===== config.mk =====
export PLATFORM = sky130hd
export DESIGN_NAME = hazard_detection_unit_flat
export DESIGN_NICKNAME = d
export VERILOG_FILES = /design/src/rtl/hazard_detection_unit_if.sv /design/src/rtl/hazard_detection_unit.sv /design/src/flat_wrapper.sv
export SDC_FILE = /design/constraint.sdc
export NUM_CORES = 1
export LEC_CHECK = 0
export BUFFER_PORTS_ARGS = -buffer_cell sky130_fd_sc_hd__buf_2
export CAP_MARGIN = 10
export CORE_ASPECT_RATIO = 1.4
export CORE_MARGIN = 10
export CORE_UTILIZATION = 35
export CTS_CLUSTER_SIZE = 20
export DETAILED_ROUTE_END_ITERATION = 12
export PLACE_DENSITY_LB_ADDON = 0.08
export SKIP_LAST_GASP = 1
export SLEW_MARGIN = 10
export SYNTH_ARGS = -nofsm -noshare
export SYNTH_HDL_FRONTEND = slang
export SYNTH_SLANG_ARGS = --single-unit
export TNS_END_PERCENT = 50

===== constraint.sdc =====
create_clock -name i_clk -period 2.5 [get_ports i_clk]
set_input_delay 0.125 -clock i_clk [delete_from_list [all_inputs] [get_ports i_clk]]
set_output_delay 0.125 -clock i_clk [all_outputs]
set_load 0.01 [all_outputs]

===== src/rtl/hazard_detection_unit_if.sv =====
// Pipeline-control bus between the datapath and the hazard detection unit.
// The datapath side (master) supplies decode/EX/MEM register info and
// receives the stall, bubble and flush controls plus the debug counters.
interface hazard_detection_unit_if #(
  parameter int REG_SIZE = 5,
  parameter int CNT_SIZE = 32
);
  logic                i_enable;
  logic [REG_SIZE-1:0] i_ID_rs;
  logic [REG_SIZE-1:0] i_ID_rt;
  logic                i_ID_uses_rt;
  logic                i_ID_branch;
  logic                i_ID_halt;
  logic                i_branch_taken;
  logic [REG_SIZE-1:0] i_EX_rd;
  logic                i_EX_mem_read;
  logic                i_EX_write_reg;
  logic [REG_SIZE-1:0] i_MEM_rd;
  logic                i_MEM_mem_read;
  logic                o_pc_write;
  logic                o_IF_ID_write;
  logic                o_ID_EX_bubble;
  logic                o_IF_ID_flush;
  logic                o_halted;
  logic [CNT_SIZE-1:0] o_stall_count;
  logic [CNT_SIZE-1:0] o_flush_count;

  modport master (
    output i_enable, i_ID_rs, i_ID_rt, i_ID_uses_rt, i_ID_branch, i_ID_halt,
           i_branch_taken, i_EX_rd, i_EX_mem_read, i_EX_write_reg,
           i_MEM_rd, i_MEM_mem_read,
    input  o_pc_write, o_IF_ID_write, o_ID_EX_bubble, o_IF_ID_flush,
           o_halted, o_stall_count, o_flush_count
  );

  modport slave (
    input  i_enable, i_ID_rs, i_ID_rt, i_ID_uses_rt, i_ID_branch, i_ID_halt,
           i_branch_taken, i_EX_rd, i_EX_mem_read, i_EX_write_reg,
           i_MEM_rd, i_MEM_mem_read,
    output o_pc_write, o_IF_ID_write, o_ID_EX_bubble, o_IF_ID_flush,
           o_halted, o_stall_count, o_flush_count
  );
endinterface


===== src/rtl/hazard_detection_unit.sv =====
// Hazard detection unit: stalls IF/ID and bubbles ID/EX on load-use and
// ID-stage branch operand hazards, flushes IF/ID on taken branches/jumps,
// drains the pipeline after HALT and keeps saturating stall/flush counters.
module hazard_detection_unit #(
  parameter int REG_SIZE     = 5,
  parameter int CNT_SIZE     = 32,
  parameter int DRAIN_CYCLES = 4
) (
  input  logic                     i_clk,
  input  logic                     i_reset,
  hazard_detection_unit_if.slave   bus
);

  localparam int DW = $clog2(DRAIN_CYCLES + 1);
  localparam logic [DW-1:0] DRAIN_LAST = DW'(DRAIN_CYCLES - 1);

  typedef enum logic [1:0] {ST_RUN, ST_DRAIN, ST_HALTED} state_t;

  state_t        state_reg, state_next;
  logic [DW-1:0] drain_cnt_reg;
  logic          halted_reg;

  // Source operands of the ID instruction; index 0 = rs, 1 = rt.
  logic [REG_SIZE-1:0] src_addr [2];
  logic [1:0]          src_valid;
  logic [1:0]          ex_hit;
  logic [1:0]          mem_hit;

  assign src_addr[0]  = bus.i_ID_rs;
  assign src_addr[1]  = bus.i_ID_rt;
  // rt is only a real source for R-type, stores and branches.
  assign src_valid[0] = 1'b1;
  assign src_valid[1] = bus.i_ID_uses_rt | bus.i_ID_branch;

  // Register 0 is hardwired, so a zero address never matches.
  genvar gi;
  generate
    for (gi = 0; gi < 2; gi++) begin : g_src
      assign ex_hit[gi]  = src_valid[gi] && (src_addr[gi] != '0) &&
                           (src_addr[gi] == bus.i_EX_rd);
      assign mem_hit[gi] = src_valid[gi] && (src_addr[gi] != '0) &&
                           (src_addr[gi] == bus.i_MEM_rd);
    end
  endgenerate

  logic lu_hazard, br_ex_hazard, br_mem_hazard, hazard;

  assign lu_hazard     = bus.i_EX_mem_read && (|ex_hit);
  assign br_ex_hazard  = bus.i_ID_branch && bus.i_EX_write_reg && (|ex_hit);
  assign br_mem_hazard = bus.i_ID_branch && bus.i_MEM_mem_read && (|mem_hit);
  assign hazard        = lu_hazard | br_ex_hazard | br_mem_hazard;

  logic pc_write, if_id_write, id_ex_bubble, if_id_flush, stall_active;

  // Next-state and pipeline controls; stall outranks flush, flush outranks halt.
  always_comb begin
    state_next   = state_reg;
    pc_write     = 1'b1;
    if_id_write  = 1'b1;
    id_ex_bubble = 1'b0;
    if_id_flush  = 1'b0;
    stall_active = 1'b0;
    if (!bus.i_enable) begin
      pc_write    = 1'b0;
      if_id_write = 1'b0;
    end else begin
      case (state_reg)
        ST_RUN: begin
          if (hazard) begin
            stall_active = 1'b1;
            pc_write     = 1'b0;
            if_id_write  = 1'b0;
            id_ex_bubble = 1'b1;
          end else if (bus.i_branch_taken) begin
            if_id_flush = 1'b1;
          end else if (bus.i_ID_halt) begin
            state_next = ST_DRAIN;
          end
        end
        ST_DRAIN: begin
          pc_write     = 1'b0;
          if_id_write  = 1'b0;
          id_ex_bubble = 1'b1;
          if (drain_cnt_reg == DRAIN_LAST) state_next = ST_HALTED;
        end
        default: begin
          pc_write     = 1'b0;
          if_id_write  = 1'b0;
          id_ex_bubble = 1'b1;
        end
      endcase
    end
  end

  // State, drain counter and sticky halted flag; all hold while disabled.
  always_ff @(posedge i_clk or posedge i_reset) begin
    if (i_reset) begin
      state_reg     <= ST_RUN;
      drain_cnt_reg <= '0;
      halted_reg    <= 1'b0;
    end else if (bus.i_enable) begin
      state_reg <= state_next;
      if (state_reg == ST_RUN)        drain_cnt_reg <= '0;
      else if (state_reg == ST_DRAIN) drain_cnt_reg <= drain_cnt_reg + DW'(1);
      if (state_next == ST_HALTED)    halted_reg    <= 1'b1;
    end
  end

  // Saturating event counters: 0 = stall cycles, 1 = IF/ID flushes.
  logic [1:0] cnt_inc;
  assign cnt_inc[0] = stall_active;
  assign cnt_inc[1] = if_id_flush;

  generate
    for (gi = 0; gi < 2; gi++) begin : g_cnt
      logic [CNT_SIZE-1:0] count_reg;
      // Count the event unless already pinned at all-ones.
      always_ff @(posedge i_clk or posedge i_reset) begin
        if (i_reset)
          count_reg <= '0;
        else if (cnt_inc[gi] && (count_reg != '1))
          count_reg <= count_reg + CNT_SIZE'(1);
      end
    end
  endgenerate

  assign bus.o_pc_write     = pc_write;
  assign bus.o_IF_ID_write  = if_id_write;
  assign bus.o_ID_EX_bubble = id_ex_bubble;
  assign bus.o_IF_ID_flush  = if_id_flush;
  assign bus.o_halted       = halted_reg;
  assign bus.o_stall_count  = g_cnt[0].count_reg;
  assign bus.o_flush_count  = g_cnt[1].count_reg;

endmodule


===== src/flat_wrapper.sv =====
// flat-port wrapper written by rule: the top's interface ports become plain ports
module hazard_detection_unit_flat 
#(
  parameter int REG_SIZE     = 5,
  parameter int CNT_SIZE     = 32,
  parameter int DRAIN_CYCLES = 4
)
  (i_clk, i_reset, bus_i_enable, bus_i_ID_rs, bus_i_ID_rt, bus_i_ID_uses_rt, bus_i_ID_branch, bus_i_ID_halt, bus_i_branch_taken, bus_i_EX_rd, bus_i_EX_mem_read, bus_i_EX_write_reg, bus_i_MEM_rd, bus_i_MEM_mem_read, bus_o_pc_write, bus_o_IF_ID_write, bus_o_ID_EX_bubble, bus_o_IF_ID_flush, bus_o_halted, bus_o_stall_count, bus_o_flush_count);
  hazard_detection_unit_if #(.REG_SIZE(REG_SIZE), .CNT_SIZE(CNT_SIZE)) bus_i ();
  input  logic i_clk;
  input  logic i_reset;
  input wire logic [$bits(bus_i.i_enable)-1:0] bus_i_enable;
  input wire logic [$bits(bus_i.i_ID_rs)-1:0] bus_i_ID_rs;
  input wire logic [$bits(bus_i.i_ID_rt)-1:0] bus_i_ID_rt;
  input wire logic [$bits(bus_i.i_ID_uses_rt)-1:0] bus_i_ID_uses_rt;
  input wire logic [$bits(bus_i.i_ID_branch)-1:0] bus_i_ID_branch;
  input wire logic [$bits(bus_i.i_ID_halt)-1:0] bus_i_ID_halt;
  input wire logic [$bits(bus_i.i_branch_taken)-1:0] bus_i_branch_taken;
  input wire logic [$bits(bus_i.i_EX_rd)-1:0] bus_i_EX_rd;
  input wire logic [$bits(bus_i.i_EX_mem_read)-1:0] bus_i_EX_mem_read;
  input wire logic [$bits(bus_i.i_EX_write_reg)-1:0] bus_i_EX_write_reg;
  input wire logic [$bits(bus_i.i_MEM_rd)-1:0] bus_i_MEM_rd;
  input wire logic [$bits(bus_i.i_MEM_mem_read)-1:0] bus_i_MEM_mem_read;
  output wire logic [$bits(bus_i.o_pc_write)-1:0] bus_o_pc_write;
  output wire logic [$bits(bus_i.o_IF_ID_write)-1:0] bus_o_IF_ID_write;
  output wire logic [$bits(bus_i.o_ID_EX_bubble)-1:0] bus_o_ID_EX_bubble;
  output wire logic [$bits(bus_i.o_IF_ID_flush)-1:0] bus_o_IF_ID_flush;
  output wire logic [$bits(bus_i.o_halted)-1:0] bus_o_halted;
  output wire logic [$bits(bus_i.o_stall_count)-1:0] bus_o_stall_count;
  output wire logic [$bits(bus_i.o_flush_count)-1:0] bus_o_flush_count;
  assign bus_i.i_enable = bus_i_enable;
  assign bus_i.i_ID_rs = bus_i_ID_rs;
  assign bus_i.i_ID_rt = bus_i_ID_rt;
  assign bus_i.i_ID_uses_rt = bus_i_ID_uses_rt;
  assign bus_i.i_ID_branch = bus_i_ID_branch;
  assign bus_i.i_ID_halt = bus_i_ID_halt;
  assign bus_i.i_branch_taken = bus_i_branch_taken;
  assign bus_i.i_EX_rd = bus_i_EX_rd;
  assign bus_i.i_EX_mem_read = bus_i_EX_mem_read;
  assign bus_i.i_EX_write_reg = bus_i_EX_write_reg;
  assign bus_i.i_MEM_rd = bus_i_MEM_rd;
  assign bus_i.i_MEM_mem_read = bus_i_MEM_mem_read;
  assign bus_o_pc_write = bus_i.o_pc_write;
  assign bus_o_IF_ID_write = bus_i.o_IF_ID_write;
  assign bus_o_ID_EX_bubble = bus_i.o_ID_EX_bubble;
  assign bus_o_IF_ID_flush = bus_i.o_IF_ID_flush;
  assign bus_o_halted = bus_i.o_halted;
  assign bus_o_stall_count = bus_i.o_stall_count;
  assign bus_o_flush_count = bus_i.o_flush_count;
  hazard_detection_unit #(.REG_SIZE(REG_SIZE), .CNT_SIZE(CNT_SIZE), .DRAIN_CYCLES(DRAIN_CYCLES)) u_core (.i_clk(i_clk), .i_reset(i_reset), .bus(bus_i));
endmodule

==> metrics.md, run 1 <==
| Metric | Value |
|---|---|
| Crit Path Category | flop to flop |
| Total number of vias | 3267 |
| Drt drc | 0 |
| Status | complete, but fails checks |
| Area leader, netlist | dfrtp_1 |
| Max-Cap Viols | 0 |
| Yosys warnings | 0 |
| Failing checks | negative hold slack |
| Final slew viol count | 0 |
| Synth Instances | 385 |
| Area of the core | 10870 um^2 |
| Clk sink count | 70 |
| Hold WS | -0.03359 ns |
| Yosys top cell area share | 44.96% |
| Initial drt markers | 95 |
| Sequential fraction of the synthesis area | 44.96% |
| Die width | 109.2 um |
| H-tree depth | 3 |
| Initial cell density of the core | 35.85% |
| All-layer global routing usage | 13.84% |
| Dominant cells by area after synthesis | dfrtp_1 (45%), xor2_1 (11%), xnor2_1 (7.4%) |
| Clock root buffer | clkbuf_16 |
| Clock Path Buffers | 2 |
| PD cells | 634.1 nW/um^2 |
| DP Wirelength | 8106 um |
| Final antenna-violating net count | 0 |
| Crit path launch type | flop |
| FF-to-FF setup slack | 0.11 ns |
| RSZ-0062 raised after global routing | no |
| Reg2reg path depth | 6 |
| Critical Path RT | 2.71 ns |
| Largest net degree at the start of global routing | 40 |
| Ant. Diodes | 0 |
| Antenna violations before repair | 0 |
| Worst slew margin | 43.12% |
| Core Util, Final | 45.92% |
| Worst r2r src | u_core.bus.o_stall_count[24]$_DFFE_PP0P_ |
| GPL Wtd Cong | 0.8660 |
| CP Max Fanout | 14 |
| I/O Pins | 99 |
| Worst setup EP type | flop |
| Final Hold Fails | 37 |
| Share of layout cells above drive strength 1 | 31.49% |
| Total power | 3164 uW |
| P&R area growth vs syn | 28.07% |
| Tcrit/Tclk final | 95.53% |
| Synthesized area per cell | 10.12 um^2 |
| Die Y | 144.8 um |
| Average wire per standard cell | 16.32 um |
| Clock Latency Late Sink | 0.33 ns |
| Clock transition at path regs | 0.06 ns |
| Finish-stage setup viols | 0 |
| Worst vdd ir | 0.3630 mV |
| Worst Max-Slew Pin Slew | 0.8519 ns |
| Minimum clock period | 2.388 ns |
| Total grt overflow | 0 |
| Drt total wl | 10540 um |
| Global-route wire length before repair | 17460 um |
| Reg2reg end | u_core.bus.o_stall_count[1]$_DFFE_PP0P_ |
| Vias in the first global route | 3506 |
| Post-Synthesis Cell Area | 3896 um^2 |
| Final TNS setup | 0 ns |
| Post-synthesis register bit count | 70 |
| Die area | 15810 um^2 |
| Final nets | 534 |
| Final worst clock skew | 0.006624 ns |
| Peak Freq | 418.7 MHz |
| CTS Hold Buffers Added | 0 |
| Crit path arrival time | 2.60 ns |
| Postcts setup bufs | 0 |
| Vias per inst | 5.057 |
| CTS tree | yes |
| IO buf count | 98 |
| Final WS setup | 0.1119 ns |
| DR pass1 iterations | 6 |
| # rows | 45 |
| Dpl ws | 0.1191 ns |
| Post-CTS Resized | 0 |
| Synth cell types | 43 |
| Worst min path class | input pin to asynchronous set/reset pin |
| Num CTS Buffers | 9 |
| Syn Nets | 419 |
| P_leak | 0.002472 uW |
where the power goes:
part / internal, uW / total, uW / leakage (uW) / switching (uW)
combinational: 229 / 516 / 0.00139 / 287
sequential: 1230 / 1330 / 0.000932 / 101
clock: 831 / 1320 / 0.000145 / 489
total: 2290 / 3160 / 0.00247 / 878
worst max path at each step:
stage                                             start                                      end  cells after the start
2_1_floorplan   u_core.bus.o_stall_count[0]$_DFFE_PP0P_  u_core.bus.o_stall_count[1]$_DFFE_PP0P_                      8
3_3_place_gp   u_core.bus.o_stall_count[24]$_DFFE_PP0P_  u_core.bus.o_stall_count[1]$_DFFE_PP0P_                      6
3_5_place_dp   u_core.bus.o_stall_count[24]$_DFFE_PP0P_  u_core.bus.o_stall_count[1]$_DFFE_PP0P_                      6
4_1_cts        u_core.bus.o_stall_count[24]$_DFFE_PP0P_  u_core.bus.o_stall_count[1]$_DFFE_PP0P_                      6
5_1_grt        u_core.bus.o_stall_count[24]$_DFFE_PP0P_  u_core.bus.o_stall_count[1]$_DFFE_PP0P_                      6
6_report       u_core.bus.o_stall_count[24]$_DFFE_PP0P_  u_core.bus.o_stall_count[1]$_DFFE_PP0P_                      6
synthesized netlist by cell type, drive strengths merged:
cell and number:
o22a 1, nor3b 1, o31a 1, nor4 23, nor4b 2, dfrtp 70, or2 1, ha 4
xnor2 33, nand2b 5, o21ai 3, nand4 26, or3 1, nor2 23, mux2i 1, and4 6
nor3 13, o32a 1, nand3 27, o32ai 1, clkbuf 9, nand4b 3, inv 7, mux2 2
nand2 32, a21oi 1, a21o 1, buf 9, a22oi 2, xor2 49, and3 14, a31o 1
and2 3, nand3b 2, or4 7
cell usage in the layout (no fill, tap or decap), types with 3 or more instances in the layout:
cell / synthesis / routed
xnor2_1: 33 / 33
and3_1: 14 / 14
clkbuf_16: 0 / 9
nor4_1: 23 / 23
nor3_1: 13 / 13
buf_4: 1 / 22
nand4_2: 4 / 4
nand3_2: 10 / 10
ha_1: 4 / 4
o21ai_0: 3 / 3
nand2_1: 32 / 32
buf_2: 5 / 98
nand2b_1: 5 / 5
inv_1: 7 / 6
nand4_1: 22 / 22
and4_1: 6 / 6
nand3_1: 17 / 17
nor2_1: 23 / 23
xor2_1: 49 / 49
or4_1: 6 / 6
dfrtp_1: 70 / 70
critical path, stage by stage, from the launching register on:
cell     delay (ns)
dfrtp_1        0.43
nand4_2        0.17
or4_1          0.55
or4_4          0.44
and2_4         0.24
nand2_1        0.12
mux2_1         0.32
final cells by class:
cell class,instances,area (um^2)
multi-input combinational,290,2029
timing repair buffer,122,695.7
clock buffer,12,256.5
fill,1084,5877
tap,141,176.4
inverter,7,26.28
clock inverter,4,53.80
sequential,70,1752
routing by layer:
metal	GRT usage, %	up-vias	part of all wire [%]
met5	0	-	0
met4	4.808	0	1.3
met3	3.851	11	5.4
met2	24.75	60	54
met1	15.22	1592	40
li1	-	1604	-
cell families after synthesis:
| logic type | Yosys count | share of synthesized area, % |
|---|---|---|
| flops | 70 | 44.96 |
| fa+ha+maj | 4 | 1.285 |
| compound gates | 12 | 2.441 |
| buf+inv | 25 | 3.243 |
| mux | 3 | 0.8349 |
| simple gates | 189 | 28.81 |
| xor+xnor | 82 | 18.43 |
metrics by stage:
step | area [um^2] | instances
6_report | 4990 | 646
3_3_place_gp | 4679 | 630
2_1_floorplan | 3896 | 385
5_1_grt | 4990 | 646
4_1_cts | 4990 | 646
3_5_place_dp | 4679 | 630
(Power assumes the default switching activity.)
==> inputs of run 2 (changes only) <==
Settings changed: CTS_BUF_LIST set to sky130_fd_sc_hd__clkbuf_16, SKIP_CTS_REPAIR_TIMING set to 1.
==> metrics.md, run 2 (synthesis gave the netlist of run 1 again) <==
| Metric | Value |
|---|---|
| H-tree depth | 3 |
| Final nets | 534 |
| Worst slew margin | 43.04% |
| Crit Path Category | flop to flop |
| Critical path depth in cells | 6 |
| Initial cell density of the core | 35.85% |
| P&R area growth vs syn | 27.55% |
| Crit-path cells | nand4_2 -> or4_1 -> or4_4 -> and2_4 -> nand2_1 -> mux2_1 |
| Share of layout cells above drive strength 1 | 31.09% |
| IO buf count | 98 |
| Minimum clock period | 2.389 ns |
| Ant. Diodes | 0 |
| Reg2reg path depth | 6 |
| GPL Wtd Cong | 0.8660 |
| DP Wirelength | 8106 um |
| Max-Cap Viols | 0 |
| Finish-stage setup viols | 0 |
| FF-to-FF setup slack | 0.11 ns |
| Status | complete, but fails checks |
| Final TNS setup | 0 ns |
| Tcrit/Tclk final | 95.55% |
| Clk sink count | 70 |
| Worst setup EP type | flop |
| All-layer global routing usage | 13.84% |
| Die width | 109.2 um |
| Commonest non-fill, non-tap cell in the layout | buf_2 |
| Worst Max-Slew Pin Slew | 0.8531 ns |
| Num CTS Buffers | 9 |
| Drt drc | 0 |
| Total number of vias | 3275 |
| Worst vdd ir | 0.3626 mV |
| Clock Latency Late Sink | 0.33 ns |
| Global-route wire length before repair | 17460 um |
| CP max stage cell | or4_1 |
| PD cells | 623.1 nW/um^2 |
| Vias in the first global route | 3506 |
| CTS tree | yes |
| Final slew viol count | 0 |
| Drt total wl | 10550 um |
| Crit path launch type | flop |
| DR pass1 iterations | 4 |
| Worst r2r src | u_core.bus.o_stall_count[24]$_DFFE_PP0P_ |
| Worst Setup SP | u_core.bus.o_stall_count[24]$_DFFE_PP0P_ |
| Most frequent cells in the layout | buf_2 (98), dfrtp_1 (70), xor2_1 (49), xnor2_1 (33), nand2_1 (32) |
| Die area | 15810 um^2 |
| Layout fillers | 1086 |
| Final antenna-violating net count | 0 |
| Total grt overflow | 0 |
| Average wire per standard cell | 16.33 um |
| Reg2reg end | u_core.bus.o_stall_count[1]$_DFFE_PP0P_ |
| Clock Path Buffers | 2 |
| RSZ-0062 raised after global routing | no |
| CP Max Fanout | 14 |
| Total power | 3097 uW |
| Critical Path End | u_core.bus.o_stall_count[1]$_DFFE_PP0P_ |
| Clock root buffer | clkbuf_16 |
| Initial drt markers | 86 |
| Area of the core | 10870 um^2 |
| # rows | 45 |
| Hold WS | -0.03214 ns |
| Worst min path class | input pin to asynchronous set/reset pin |
| Vias per inst | 5.070 |
| Antenna violations before repair | 0 |
| P_leak | 0.002465 uW |
| CP peak stage delay | 0.54 ns |
| CP top delay family | simple AND/OR/NAND/NOR gates |
| Clock transition at path regs | 0.06 ns |
| I/O Pins | 99 |
| Critical Path RT | 2.71 ns |
| Final worst clock skew | 0.006025 ns |
| Final Hold Fails | 37 |
| Peak Freq | 418.6 MHz |
| Largest net degree at the start of global routing | 40 |
| CP Buf/Inv Count | 0 |
| Failing checks | negative hold slack |
| Die Y | 144.8 um |
| Crit path arrival time | 2.60 ns |
## run 2: report_power, final
| part | internal (uW) | leakage, uW | switching, uW |
|---|---|---|---|
| sequential | 1230 | 0.000932 | 101 |
| clock | 765 | 0.000138 | 488 |
| combinational | 229 | 0.00139 | 287 |
| total | 2220 | 0.00246 | 876 |
## run 2: metrics by stage
stage	setup slack (ns)	instances	hold slack (ns)	cell area [um^2]	util, %
after global placement	0.1764	630	0.3540	4679	43.06
after floorplan	0.1570	385	0.2417	3896	-
after CTS	0.1082	646	0.007427	4970	45.73
after detailed placement	0.1191	630	0.3630	4679	43.06
final	0.1112	646	-0.03214	4970	45.73
after global routing	0.008931	646	0.03947	4970	45.73
## run 2: worst reg2reg max path, stage by stage (launching register included)
cell and delay (ns):
dfrtp_1 0.43, nand4_2 0.17, or4_1 0.54, or4_4 0.44
and2_4 0.24, nand2_1 0.13, mux2_1 0.32
## run 2: worst min-delay path by stage
stage | startpoint | end | slack [ns] | cells after the start
floorplan | bus_i_enable | u_core.bus.o_halted$_DFFE_PP0P_ | 0.24 | 1
global placement | i_reset | u_core.bus.o_stall_count[5]$_DFFE_PP0P_ | 0.35 | 2
detailed placement | i_reset | u_core.bus.o_stall_count[5]$_DFFE_PP0P_ | 0.36 | 2
CTS | i_reset | u_core.bus.o_stall_count[10]$_DFFE_PP0P_ | 0.007 | 2
global route | i_reset | u_core.bus.o_stall_count[5]$_DFFE_PP0P_ | 0.04 | 2
finish | i_reset | u_core.bus.o_stall_count[5]$_DFFE_PP0P_ | -0.03 | 2
## run 2: area by class of cell
cell class / instances / area (um^2) / share of cell area (%)
clock inverter: 7 / 65.06 / 1.309
clock buffer: 9 / 225.2 / 4.532
timing repair buffer: 122 / 695.7 / 14.00
tap: 141 / 176.4 / 3.550
sequential: 70 / 1752 / 35.25
inverter: 7 / 26.28 / 0.5287
multi-input combinational: 290 / 2029 / 40.84
## run 2: layer usage
layer  vias up  GRT usage, %  share of wire [%]
met5         -             0                  0
met4         0         4.808                1.3
met3        11         3.851                5.3
met2        56         24.75                 53
met1      1602         15.22                 40
li1       1606             -                  -
==> inputs of run 3 (changes only) <==
Clock period 2.5 ns to 2.4 ns, I/O delays scaled along.
==> metrics.md, run 3 (synthesis gave the netlist of run 1 again) <==
| Metric | Value |
|---|---|
| Status | finished clean |
| Final antenna-violating net count | 0 |
| Worst slew margin | 51.72% |
| Peak Freq | 440.1 MHz |
| Minimum clock period | 2.272 ns |
| Hold WS | 0.04283 ns |
| GRT busiest layer | met2 |
| H-tree depth | 3 |
| Average wire per standard cell | 16.36 um |
| I/O Pins | 99 |
| Die area | 15810 um^2 |
| Drt total wl | 10680 um |
| Crit path arrival time | 2.49 ns |
| Final worst clock skew | 0.007366 ns |
| Ant. Diodes | 0 |
| Vias per inst | 5.095 |
| CP Max Fanout | 13 |
| Met3 usage | 3.851% |
| Drt drc | 0 |
| Total grt overflow | 0 |
| Vias in the first global route | 3512 |
| Worst Max-Slew Pin Slew | 0.7232 ns |
| Initial cell density of the core | 35.85% |
| Crit path launch type | flop |
| Commonest non-fill, non-tap cell in the layout | buf_2 |
| Clock Path Buffers | 2 |
| Total number of vias | 3327 |
| Worst min path class | input pin to flop |
| Final TNS setup | 0 ns |
| IO buf count | 98 |
| All-layer global routing usage | 14.25% |
| CTS tree | yes |
| Die width | 109.2 um |
| Critical Path RT | 2.62 ns |
| P&R area growth vs syn | 29.61% |
| DP Wirelength | 8198 um |
| Worst setup EP type | flop |
| Max-Cap Viols | 0 |
| # rows | 45 |
| Clock transition at path regs | 0.06 ns |
| DR pass1 iterations | 4 |
| Die Y | 144.8 um |
| Clk sink count | 70 |
| GPL Wtd Cong | 0.8635 |
| DP Area | 4757 um^2 |
| Finished Cell Area | 5050 um^2 |
| Met1 Use GR | 15.53% |
| Final slew viol count | 0 |
| Initial drt markers | 114 |
| RSZ-0062 raised after global routing | no |
| Num CTS Buffers | 9 |
| Worst vdd ir | 0.5062 mV |
| Final nets | 542 |
| Total power | 3237 uW |
| Finish-stage setup viols | 0 |
| Largest net degree at the start of global routing | 39 |
| Final Hold Fails | 0 |
| Antenna violations before repair | 0 |
| P_leak | 0.002517 uW |
| Crit Path Category | flop to flop |
| PD cells | 641.0 nW/um^2 |
| Area of the core | 10870 um^2 |
| Final WS setup | 0.1279 ns |
| Tcrit/Tclk final | 94.67% |
| Clock root buffer | clkbuf_16 |
| Global-route wire length before repair | 17750 um |
| Met2 Track Usage GR | 25.32% |
| Most frequent cells in the layout | buf_2 (98), dfrtp_1 (70), xor2_1 (49), xnor2_1 (33), nand2_1 (32) |
| Dpl ws | 0.09996 ns |
| Share of layout cells above drive strength 1 | 32.23% |
| Clock Latency Late Sink | 0.34 ns |
| FF-to-FF setup slack | 0.13 ns |
==> run 3: changes by cell type in the layout (fill, tap and decap cells not counted), sizes merged <==
cell         previous run  this run
buf                   122       129
dlygate4sd3             0         1
inv                     9         8
clkinv                  2         3
clkinvlp                2         1
==> run 3: area by class of cell <==
type | instances | area (um^2)
Inverter | 7 | 26.28
Clock buffer | 9 | 225.2
Fill cell | 1076 | 5817
Tap cell | 141 | 176.4
Clock inverter | 6 | 55.05
Multi-Input combinational cell | 290 | 2032
Timing Repair Buffer | 130 | 783.3
Sequential cell | 70 | 1752
==> run 3: report_power, final <==
part	switching, uW	internal, uW	leakage, uW
Sequential	91.2	1280	0.000932
Clock	494	787	0.000140
Combinational	318	269	0.00144
==> run 3: worst paths after layout <==
| check | start | endpoint | cells past startpoint |
|---|---|---|---|
| setup / recovery | u_core.bus.o_stall_count[25]$_DFFE_PP0P_ | u_core.bus.o_stall_count[1]$_DFFE_PP0P_ | 6 |
| hold / removal | bus_i_enable | u_core.bus.o_halted$_DFFE_PP0P_ | 2 |
| setup reg to reg | u_core.bus.o_stall_count[25]$_DFFE_PP0P_ | u_core.bus.o_stall_count[1]$_DFFE_PP0P_ | 6 |
| hold reg to reg | u_core.bus.o_halted$_DFFE_PP0P_ | u_core.bus.o_halted$_DFFE_PP0P_ | 1 |
| max in group asynchronous | i_reset | u_core.bus.o_halted$_DFFE_PP0P_ | 4 |
| min in group asynchronous | i_reset | u_core.bus.o_stall_count[3]$_DFFE_PP0P_ | 3 |
==> run 3: worst max-delay path, stage by stage (launching register included) <==
cell and delay [ns]:
dfrtp_1 0.41, nand4_2 0.13, or4_1 0.52, or4_4 0.44, and2_4 0.21, nand2_1 0.12
mux2_1 0.32
==> run 3: stage by stage <==
| stage | cells | utilization [%] |
|---|---|---|
| 2_1_floorplan | 385 | - |
| 3_3_place_gp | 637 | 43.78 |
| 3_5_place_dp | 637 | 43.78 |
| 4_1_cts | 652 | 46.36 |
| 5_1_grt | 653 | 46.47 |
| 6_report | 653 | 46.47 |
==> run 3: layer usage <==
metal	wire length (um)	vias up	share of wire (%)
li1	-	1618	-
met1	4264	1622	40
met2	5691	72	53
met3	531	15	5.0
met4	194	0	1.8
met5	0	-	0
